[src/rtl/mdu_pkg.sv]
// Shared definitions for the multiply/divide unit: funct3 encodings of the
// divide/remainder family and the iterative divider state type.
package mdu_pkg;

    localparam logic [2:0] FUNCT3_DIV  = 3'b100;
    localparam logic [2:0] FUNCT3_DIVU = 3'b101;
    localparam logic [2:0] FUNCT3_REM  = 3'b110;
    localparam logic [2:0] FUNCT3_REMU = 3'b111;

    typedef enum logic [1:0] {
        IDLE = 2'd0,
        BUSY = 2'd1,
        DONE = 2'd2
    } divstate_t;

endpackage

[src/rtl/intdiv_step.sv]
// One restoring-division step: shift {rem,quot} left by one, try to subtract
// the divisor from the widened partial remainder, keep the difference and set
// the new quotient bit when no borrow occurs.
module intdiv_step #(
    parameter int XLEN = 64
) (
    input  logic [XLEN-1:0] rem_in,
    input  logic [XLEN-1:0] quot_in,
    input  logic [XLEN-1:0] divisor,
    output logic [XLEN-1:0] rem_out,
    output logic [XLEN-1:0] quot_out
);

    logic [XLEN:0] rem_shift;
    logic [XLEN:0] trial;

    // Trial subtraction one bit wider than the datapath so the borrow is explicit
    always_comb begin
        rem_shift = {rem_in, quot_in[XLEN-1]};
        trial     = rem_shift - {1'b0, divisor};
        if (trial[XLEN]) begin
            rem_out  = rem_shift[XLEN-1:0];
            quot_out = {quot_in[XLEN-2:0], 1'b0};
        end else begin
            rem_out  = trial[XLEN-1:0];
            quot_out = {quot_in[XLEN-2:0], 1'b1};
        end
    end

endmodule

[src/rtl/intdiv_iter.sv]
// Iterative radix-2 divider answering the IEU divide request interface.
// Operands are captured as magnitudes, divided one bit per cycle, then the
// signs are restored and the (optionally 32-bit, sign-extended) result is
// registered into Memory when Execute is not stalled.
module intdiv_iter
    import mdu_pkg::*;
#(
    parameter int XLEN = 64
) (
    input  logic            clk,
    input  logic            reset,
    input  logic            StallE,
    input  logic            FlushE,
    input  logic            IntDivE,
    input  logic [2:0]      Funct3E,
    input  logic            W64E,
    input  logic [XLEN-1:0] ForwardedSrcAE,
    input  logic [XLEN-1:0] ForwardedSrcBE,
    output logic            DivBusyE,
    output logic [XLEN-1:0] DivResultM
);

    localparam int CW = $clog2(XLEN);
    localparam logic [XLEN-1:0] MOST_NEG = XLEN'(1) << (XLEN - 1);

    divstate_t state, state_next;

    logic start;
    logic write_result;
    logic step_en;

    logic [CW-1:0]   counter;
    logic [XLEN-1:0] rem_q, quot_q, divisor_q;
    logic            neg_quot_q, neg_rem_q, is_rem_q, is_w_q;

    logic            signed_op, rem_op, w_op;
    logic [XLEN-1:0] a_in, b_in, a_abs, b_abs;
    logic            sign_a, sign_b;
    logic            div_by_zero, overflow, special;

    logic [XLEN-1:0] rem_next, quot_next;
    logic [XLEN-1:0] quot_fix, rem_fix, result_sel, result_final;

    assign signed_op = (Funct3E == FUNCT3_DIV) || (Funct3E == FUNCT3_REM);
    assign rem_op    = (Funct3E == FUNCT3_REM) || (Funct3E == FUNCT3_REMU);

    // W-forms narrow the operands to 32 bits, extended according to signedness
    generate
        if (XLEN == 64) begin : g_wide
            assign w_op = W64E;
            assign a_in = W64E ? {{32{signed_op & ForwardedSrcAE[31]}}, ForwardedSrcAE[31:0]}
                               : ForwardedSrcAE;
            assign b_in = W64E ? {{32{signed_op & ForwardedSrcBE[31]}}, ForwardedSrcBE[31:0]}
                               : ForwardedSrcBE;
        end else begin : g_narrow
            assign w_op = 1'b0;
            assign a_in = ForwardedSrcAE;
            assign b_in = ForwardedSrcBE;
        end
    endgenerate

    assign sign_a      = signed_op & a_in[XLEN-1];
    assign sign_b      = signed_op & b_in[XLEN-1];
    assign a_abs       = sign_a ? -a_in : a_in;
    assign b_abs       = sign_b ? -b_in : b_in;
    assign div_by_zero = (b_in == '0);
    assign overflow    = signed_op && (b_in == '1) &&
                         (w_op ? (a_in[31:0] == 32'h8000_0000) : (a_in == MOST_NEG));
    assign special     = div_by_zero | overflow;

    intdiv_step #(
        .XLEN(XLEN)
    ) u_step (
        .rem_in  (rem_q),
        .quot_in (quot_q),
        .divisor (divisor_q),
        .rem_out (rem_next),
        .quot_out(quot_next)
    );

    // State register
    always_ff @(posedge clk) begin
        if (reset) state <= IDLE;
        else       state <= state_next;
    end

    // Next-state logic; a flush always returns the divider to IDLE
    always_comb begin
        state_next = state;
        case (state)
            IDLE:    if (start) state_next = special ? DONE : BUSY;
            BUSY:    if (counter == '0) state_next = DONE;
            DONE:    if (!StallE) state_next = IDLE;
            default: state_next = IDLE;
        endcase
        if (FlushE) state_next = IDLE;
    end

    // Control outputs: accept, busy handshake, stepping and result write enables
    always_comb begin
        start        = IntDivE & ~FlushE & (state == IDLE);
        DivBusyE     = IntDivE & ~FlushE & (state != DONE);
        step_en      = (state == BUSY);
        write_result = (state == DONE) & ~StallE & ~FlushE;
    end

    // Operand capture on accept, one restoring step per BUSY cycle
    always_ff @(posedge clk) begin
        if (reset) begin
            counter    <= '0;
            rem_q      <= '0;
            quot_q     <= '0;
            divisor_q  <= '0;
            neg_quot_q <= 1'b0;
            neg_rem_q  <= 1'b0;
            is_rem_q   <= 1'b0;
            is_w_q     <= 1'b0;
        end else if (start) begin
            is_rem_q <= rem_op;
            is_w_q   <= w_op;
            if (div_by_zero) begin
                quot_q     <= '1;
                rem_q      <= a_in;
                neg_quot_q <= 1'b0;
                neg_rem_q  <= 1'b0;
                counter    <= '0;
            end else if (overflow) begin
                quot_q     <= a_in;
                rem_q      <= '0;
                neg_quot_q <= 1'b0;
                neg_rem_q  <= 1'b0;
                counter    <= '0;
            end else begin
                quot_q     <= w_op ? (a_abs << (XLEN - 32)) : a_abs;
                rem_q      <= '0;
                divisor_q  <= b_abs;
                neg_quot_q <= sign_a ^ sign_b;
                neg_rem_q  <= sign_a;
                counter    <= w_op ? CW'(31) : CW'(XLEN - 1);
            end
        end else if (step_en) begin
            rem_q  <= rem_next;
            quot_q <= quot_next;
            if (counter != '0) counter <= counter - CW'(1);
        end
    end

    assign quot_fix   = neg_quot_q ? -quot_q : quot_q;
    assign rem_fix    = neg_rem_q  ? -rem_q  : rem_q;
    assign result_sel = is_rem_q ? rem_fix : quot_fix;

    // 32-bit results are sign-extended for every W-form, signed or not
    generate
        if (XLEN == 64) begin : g_wext
            assign result_final = is_w_q ? {{32{result_sel[31]}}, result_sel[31:0]} : result_sel;
        end else begin : g_nowext
            assign result_final = result_sel;
        end
    endgenerate

    // Result register only moves when a finished divide leaves DONE unstalled
    always_ff @(posedge clk) begin
        if (reset)             DivResultM <= '0;
        else if (write_result) DivResultM <= result_final;
    end

endmodule

[config.mk]
export PLATFORM = sky130hd
export DESIGN_NAME = intdiv_iter
export DESIGN_NICKNAME = d
export VERILOG_FILES = /design/src/rtl/mdu_pkg.sv /design/src/rtl/intdiv_step.sv /design/src/rtl/intdiv_iter.sv
export SDC_FILE = /design/constraint.sdc
export NUM_CORES = 1
export LEC_CHECK = 0
export CAP_MARGIN = 20
export CORE_AREA = 2 2 180 218
export CTS_BUF_LIST = sky130_fd_sc_hd__clkbuf_16
export DETAILED_ROUTE_END_ITERATION = 7
export DIE_AREA = 0 0 182 220
export PLACE_DENSITY = 0.82
export SYNTH_ARGS = -nofsm -noshare
export SYNTH_HDL_FRONTEND = slang
export SYNTH_SLANG_ARGS = --single-unit
[constraint.sdc]
create_clock -name clk -period 9.5 [get_ports clk]
set_clock_uncertainty 0.05 [all_clocks]
set_input_delay 0.95 -clock clk [delete_from_list [all_inputs] [get_ports clk]]
set_output_delay 0.95 -clock clk [all_outputs]
set_load 0.1 [all_outputs]
==> results_dict.tcl, run 1 <==
set metrics [dict create \
    postCtsHoldBufs 0 \
    worst_ep_arrival_time_ns 5.80 \
    syn2layout_area_growth_pct 14.16 \
    synth-edff-count 0 \
    synth_cell_type_count 79 \
    fp.dieW_um 182 \
    whs_path_depth 2 \
    coreArea_sq_um 38150 \
    routabilityCongestion 1.044 \
    drtPass1Iterations 6 \
    synth_seq_area_share_pct 23.86 \
    grt_max_degree 110 \
    clockRootBuffer "clkbuf_16" \
    holdPathEnd "DivResultM[31]$_SDFFE_PP0P_" \
    r2r_slack_ns 4.21 \
    clockBufferDepth 3 \
    row_count 79 \
    worst-path-max-fanout 102 \
    grt_pass1_wl_um 133500 \
    required_ns 9.89 \
    cts_setup_buffers 0 \
    drive_above_1_share_pct 4.303 \
    antenna_found_initial 5 \
    post-dp-hpwl_um 66260 \
    initial_core_util_pct 58.95 \
    nNetsFinal 3462 \
    fillCellCount 3264 \
    power.density_nw_per_um2 160.3 \
    path_class "in2reg" \
    grtUsageTotal_pct 42.42 \
    outcome "complete, no violations" \
    avgRoutedWirePerCell_um 23.46 \
    synthArstFlopShare_pct 0 \
    vdd_drop_max_v 0.0001445 \
    crit_chain "clkdlybuf4s50_1 -> or4_1 -> nor4_1 -> and3b_1 -> nand2_1 -> a2111oi_0 -> a31o_2 -> nand2_1 -> nand2_4 -> nor3_1 -> a21oi_1 -> nor2_1" \
    ioPinCount 202 \
    max_freq_ghz 0.1848 \
    setup_tns_ns 0 \
    synth_ff_type "dfxtp_1" \
    netlist_area_sq_um 22490 \
    die_h_um 220 \
    synth_fp_nets 3418 \
    tightest_slew_ns 1.111 \
    setup_violations 0 \
    drt_iter0_markers 3248 \
    rsz0062_at_grt "no" \
    final_cell_mix "a21oi_1, nor2_1, nand2_1, dfxtp_1, o21ai_0" \
    h-tree-depth 1 \
    num_vias 25660 \
    cp_slowest_cell "nand2_4" \
    via_per_inst 6.812 \
    first_global_vias 23470 \
    min_path_type "reg2reg" \
    place.port_buffers 201 \
    synth_area_per_cell_sq_um 7.009 \
    r2r_start "quot_q[63]$_SDFFE_PP0P_" \
    cts.repair.resized 0 \
    max_slew_margin_pct 25.96 \
    worst-r2r-cell-count 16 \
    max-cap-violations 0 \
    cts_tree "yes" \
    clock_sinks 268 \
    ys_warn_count 0 \
    crit_top_cell "nand2_1" \
    critPathMaxStageDelay_ns 0.84 \
    overflow 0 \
    multi_input_area_sq_um 15890 \
    path_clk_slew_ns 0.06 \
    ys_ff_latch 268 \
    critical-path-top-delay-family "simple AND/OR/NAND/NOR gates" \
    leakagePower_uw 0.009415 \
    final_common_cell "a21oi_1" \
    period_needed_ns 5.410 \
    drc 0 \
    fp.dieArea_sq_um 40040 \
    ant_nets 0 \
    min_from "DivResultM[31]$_SDFFE_PP0P_" \
    drv_slew 0 \
    final.period_utilization_pct 56.95 \
    timing.rr.end "rem_q[44]$_SDFFE_PP0P_" \
    totalWireLength_um 88370 \
    cts_buffers 30 \
    critical_path_buf_inv_count 1 \
    synth_cells 3209 \
    start_kind "primary input" \
    finalHoldViolCount 0 \
    final_util_pct 67.29 \
    regArea_sq_um 5371 \
    clkLatencyLatePin_ns 0.59 \
    end_kind "flop" \
]
layout make-up:
cell class	count	share of cell area, %
antenna	4	0.03899
clock buffer	31	3.021
clock inverter	25	1.111
inverter	121	1.769
multi-input combinational	2595	61.89
sequential	268	20.92
tap	486	2.368
timing repair buffer	237	8.884
tightest hold or removal path: cells and delay by family (launching register included):
family / cells / cell delay (ns)
and+or+nand+nor: 1 / 0.05
AOI/OAI and AO/OA: 1 / 0.05
DFF: 1 / 0.31
worst max path at each step:
stage | from | cells after the start | slack, ns | endpoint
2_1_floorplan | ForwardedSrcAE[2] | 12 | 5.09 | quot_q[43]$_SDFFE_PP0P_
3_3_place_gp | ForwardedSrcAE[2] | 12 | 3.77 | divisor_q[63]$_SDFFE_PP0P_
3_5_place_dp | ForwardedSrcAE[2] | 12 | 3.60 | divisor_q[62]$_SDFFE_PP0P_
4_1_cts | ForwardedSrcAE[2] | 12 | 4.18 | divisor_q[62]$_SDFFE_PP0P_
5_1_grt | ForwardedSrcAE[2] | 11 | 3.78 | divisor_q[10]$_SDFFE_PP0P_
6_report | ForwardedSrcAE[2] | 12 | 4.09 | divisor_q[62]$_SDFFE_PP0P_
per-stage QoR:
| stage | setup slack, ns | cells | total power, uW | cell area, sq um | hold WS, ns |
|---|---|---|---|---|---|
| final | 4.090 | 3767 | 4116 | 25670 | 0.4011 |
| after global routing | 3.781 | 3767 | 4279 | 25670 | 0.4185 |
| after CTS | 4.182 | 3763 | 4056 | 25660 | 0.4032 |
| after detailed placement | 3.602 | 3707 | 2810 | 24600 | 0.3928 |
| after global placement | 3.774 | 3707 | 2776 | 24600 | 0.3884 |
| after floorplan | 5.092 | 3209 | 2337 | 22490 | 0.3819 |
cell families (layout without fill, tap and decap cells):
group,after synthesis,count (layout),share of synthesized area [%]
flops,268,268,23.86
other cells,0,4,0
simple gates,1097,1097,22.46
mux,56,56,2.503
fa+ha+maj,72,72,4.039
compound gates,1100,1100,30.78
buf+inv,346,414,5.841
xor+xnor,270,270,10.51
per-layer routing:
metal | up-vias | wire (um) | GRT usage [%]
met1 | 11820 | 33890 | 53.45
met4 | 2 | 6256 | 27.39
met2 | 1717 | 38290 | 67.00
met3 | 346 | 9919 | 7.503
li1 | 11770 | - | -
met5 | - | 10 | 0
synthesized netlist by cell type, types with 17 or more instances:
| cell | number | area, sq um |
|---|---|---|
| nor2_1 | 358 | 1344 |
| o31ai_1 | 63 | 473.0 |
| o21ai_0 | 223 | 1116 |
| dfxtp_1 | 268 | 5365 |
| xor2_1 | 129 | 1130 |
| a211oi_1 | 106 | 795.8 |
| nand2b_1 | 23 | 143.9 |
| xnor2_1 | 141 | 1235 |
| nand2_1 | 338 | 1269 |
| o21bai_1 | 18 | 135.1 |
| o21a_1 | 17 | 127.6 |
| o211ai_1 | 41 | 307.8 |
| nor3_1 | 92 | 460.4 |
| o22ai_1 | 21 | 131.4 |
| inv_1 | 120 | 450.4 |
| ha_1 | 71 | 888.4 |
| mux2i_1 | 54 | 540.5 |
| o41ai_1 | 31 | 271.5 |
| a21oi_1 | 380 | 1902 |
| a31oi_1 | 33 | 206.5 |
| a221oi_1 | 29 | 254.0 |
| a21o_1 | 28 | 210.2 |
| nand4_1 | 45 | 281.5 |
| or4_1 | 38 | 285.3 |
| or3_1 | 44 | 275.3 |
| nor4_1 | 43 | 269.0 |
| nand3_1 | 43 | 215.2 |
| nor2b_1 | 17 | 106.4 |
| clkbuf_1 | 206 | 773.2 |
| a21boi_0 | 20 | 150.1 |
sequential cells by signal, summed over array words and instances (netlist names):
signal and flops:
counter 6, state 2, divisor_q 64, rem_q 64, neg_rem_q 1, quot_q 64
is_w_q 1, neg_quot_q 1, DivResultM 64, is_rem_q 1
where the power goes:
part | leakage [uW] | switching, uW | internal [uW] | total, uW
Sequential | 0.00219 | 125 | 1190 | 1320
Clock | 0.000511 | 525 | 733 | 1260
Combinational | 0.00671 | 969 | 573 | 1540
Total | 0.00941 | 1620 | 2500 | 4120
No activity file was read; power rests on OpenSTA's default activity.
==> inputs of run 2 (changes only) <==
==> constraint.sdc (replaced) <==
create_clock -name clk -period 5.5 [get_ports clk]
set_clock_uncertainty 0.05 [all_clocks]
set_input_delay 0.55 -clock clk [delete_from_list [all_inputs] [get_ports clk]]
set_output_delay 0.55 -clock clk [all_outputs]
set_load 0.1 [all_outputs]
==> run 2 against run 1 <==
  * Via count grew 1.0%
  * Global-route usage up 0.69 points
  * Sequential power increased by 70%
  * Count of clock-buffer cells in the layout fell by 2
  * Utilization up 0.40 points
  * Routed wire length is 1.3% higher
  * Sequential share of layout area shrank 0.12 points
  * Critical path depth is 1 lower
  * Design area is 0.59% higher
  * Cell count up 0.58%
  * Critical path type is now reg2reg
==> results_dict.tcl, run 2 (same netlist as run 1, synthesis figures left out) <==
set metrics [dict create \
    outcome "complete, no violations" \
    avgRoutedWirePerCell_um 23.63 \
    pwr-share-clk_pct 29.8 \
    end_kind "flop" \
    initial_core_util_pct 58.95 \
    coreArea_sq_um 38150 \
    clockRootBuffer "clkbuf_16" \
    max_slew_margin_pct 23.13 \
    drt_iter0_markers 3616 \
    syn2layout_area_growth_pct 14.84 \
    path_class "reg2reg" \
    final_common_cell "a21oi_1" \
    row_count 79 \
    cts_setup_buffers 0 \
    final_util_pct 67.69 \
    clkLatencyLatePin_ns 0.59 \
    max-cap-violations 0 \
    period_needed_ns 5.091 \
    worst_ep_arrival_time_ns 5.46 \
    fin_cells 3789 \
    whs_path_depth 2 \
    power_switching_uw 2768 \
    tightest_slew_ns 1.149 \
    via_per_inst 6.843 \
    place.port_buffers 201 \
    nNetsFinal 3490 \
    drtPass1Iterations 8 \
    antenna_found_initial 4 \
    rsz0062_at_grt "no" \
    required_ns 5.87 \
    setup_violations 0 \
    ioPinCount 202 \
    fillCellCount 3207 \
    placed_cells 3736 \
    num_vias 25930 \
    path_clk_slew_ns 0.07 \
    final_cell_mix "a21oi_1, nor2_1, nand2_1, dfxtp_1, o21ai_0" \
    h-tree-depth 1 \
    cts_tree "yes" \
    switching_share_pct 39.15 \
    drv_slew 0 \
    final.period_utilization_pct 92.56 \
    fp.dieW_um 182 \
    clockBufferDepth 3 \
    p_total_uw 7071 \
    worst-r2r-cell-count 11 \
    drive_above_1_share_pct 4.935 \
    clock_sinks 268 \
    leakagePower_uw 0.009545 \
    postCtsHoldBufs 0 \
    overflow 0 \
    p_int_uw 4303 \
    fp.dieArea_sq_um 40040 \
    start_kind "flop" \
    routabilityCongestion 1.059 \
    power.density_nw_per_um2 273.8 \
    post-dp-hpwl_um 68100 \
    worst-path-max-fanout 27 \
    finalHoldViolCount 0 \
    max_freq_ghz 0.1964 \
    cts.repair.resized 0 \
    min_path_type "in2reg" \
    grt_max_degree 110 \
    totalWireLength_um 89520 \
    grt_pass1_wl_um 135600 \
    setup_tns_ns 0 \
    ant_nets 0 \
    p_seq_share_pct 31.8 \
    antennaDiodeCount 0 \
    pwr-share-comb_pct 38.4 \
    first_global_vias 23620 \
    drc 0 \
    cts_buffers 28 \
    grtUsageTotal_pct 43.10 \
    die_h_um 220 \
    vdd_drop_max_v 0.0002116 \
]
-- run 2: cell count changes in the layout (fill, tap and decap cells not counted) --
cell	previous run	this run
buf_12	0	1
buf_2	0	1
buf_4	37	65
bufinv_16	5	6
clkbuf_16	31	29
clkinv_1	4	5
clkinv_4	3	0
clkinv_8	1	0
clkinvlp_4	4	3
diode_2	4	0
inv_1	120	123
inv_6	2	0
-- run 2: layout make-up --
type                            instances  area (sq um)  area share (%)
Clock buffer                           29         725.7           2.810
Clock inverter                         23         262.8           1.017
Inverter                              121         454.2           1.759
Multi-Input combinational cell       2595         15890           61.52
Sequential cell                       268          5371           20.80
Tap cell                              486         608.1           2.354
Timing Repair Buffer                  267          2516           9.742
-- run 2: per-stage QoR --
stage / setup slack, ns / hold slack (ns) / instance area [sq um]
5_1_grt: 0.2382 / 0.3136 / 25830
4_1_cts: 0.5888 / 0.2699 / 25820
6_report: 0.4095 / 0.2995 / 25830
2_1_floorplan: 1.217 / 0.3819 / 22490
3_3_place_gp: 0.5593 / 0.3888 / 24830
3_5_place_dp: 0.3923 / 0.3966 / 24830
-- run 2: power by group through the flow --
stage / Combinational, uW / Clock, uW / Sequential [uW]
floorplan: 1830 / 0 / 2210
global placement: 2570 / 0 / 2270
detailed placement: 2620 / 0 / 2280
CTS: 2630 / 2100 / 2230
global route: 2930 / 2160 / 2260
finish: 2720 / 2100 / 2250
-- run 2: final timing paths --
path,from,end,slack [ns]
worst max register to register,rem_q[2]$_SDFFE_PP0P_,DivResultM[32]$_SDFFE_PP0P_,0.41
worst max-delay path,rem_q[2]$_SDFFE_PP0P_,DivResultM[32]$_SDFFE_PP0P_,0.41
worst min register to register,divisor_q[52]$_SDFFE_PP0P_,divisor_q[52]$_SDFFE_PP0P_,0.40
worst min-delay path,reset,quot_q[60]$_SDFFE_PP0P_,0.30
-- run 2: layer usage --
| layer | global-route usage [%] | vias up | wire, um |
|---|---|---|---|
| li1 | - | 11840 | - |
| met1 | 54.02 | 12000 | 34000 |
| met2 | 68.49 | 1722 | 39600 |
| met3 | 8.197 | 359 | 9556 |
| met4 | 26.85 | 8 | 6311 |
| met5 | 0 | - | 57 |
-- run 2: critical path, stage by stage, from the launching register on --
cell	delay, ns
dfxtp_1	0.39
or3_4	0.43
or4_4	0.44
or4_1	0.64
or3_1	0.57
o31ai_1	0.37
xor2_1	0.37
mux2i_1	0.19
nand2_1	0.28
nand2_1	0.62
a221oi_1	0.48
nor3_1	0.11
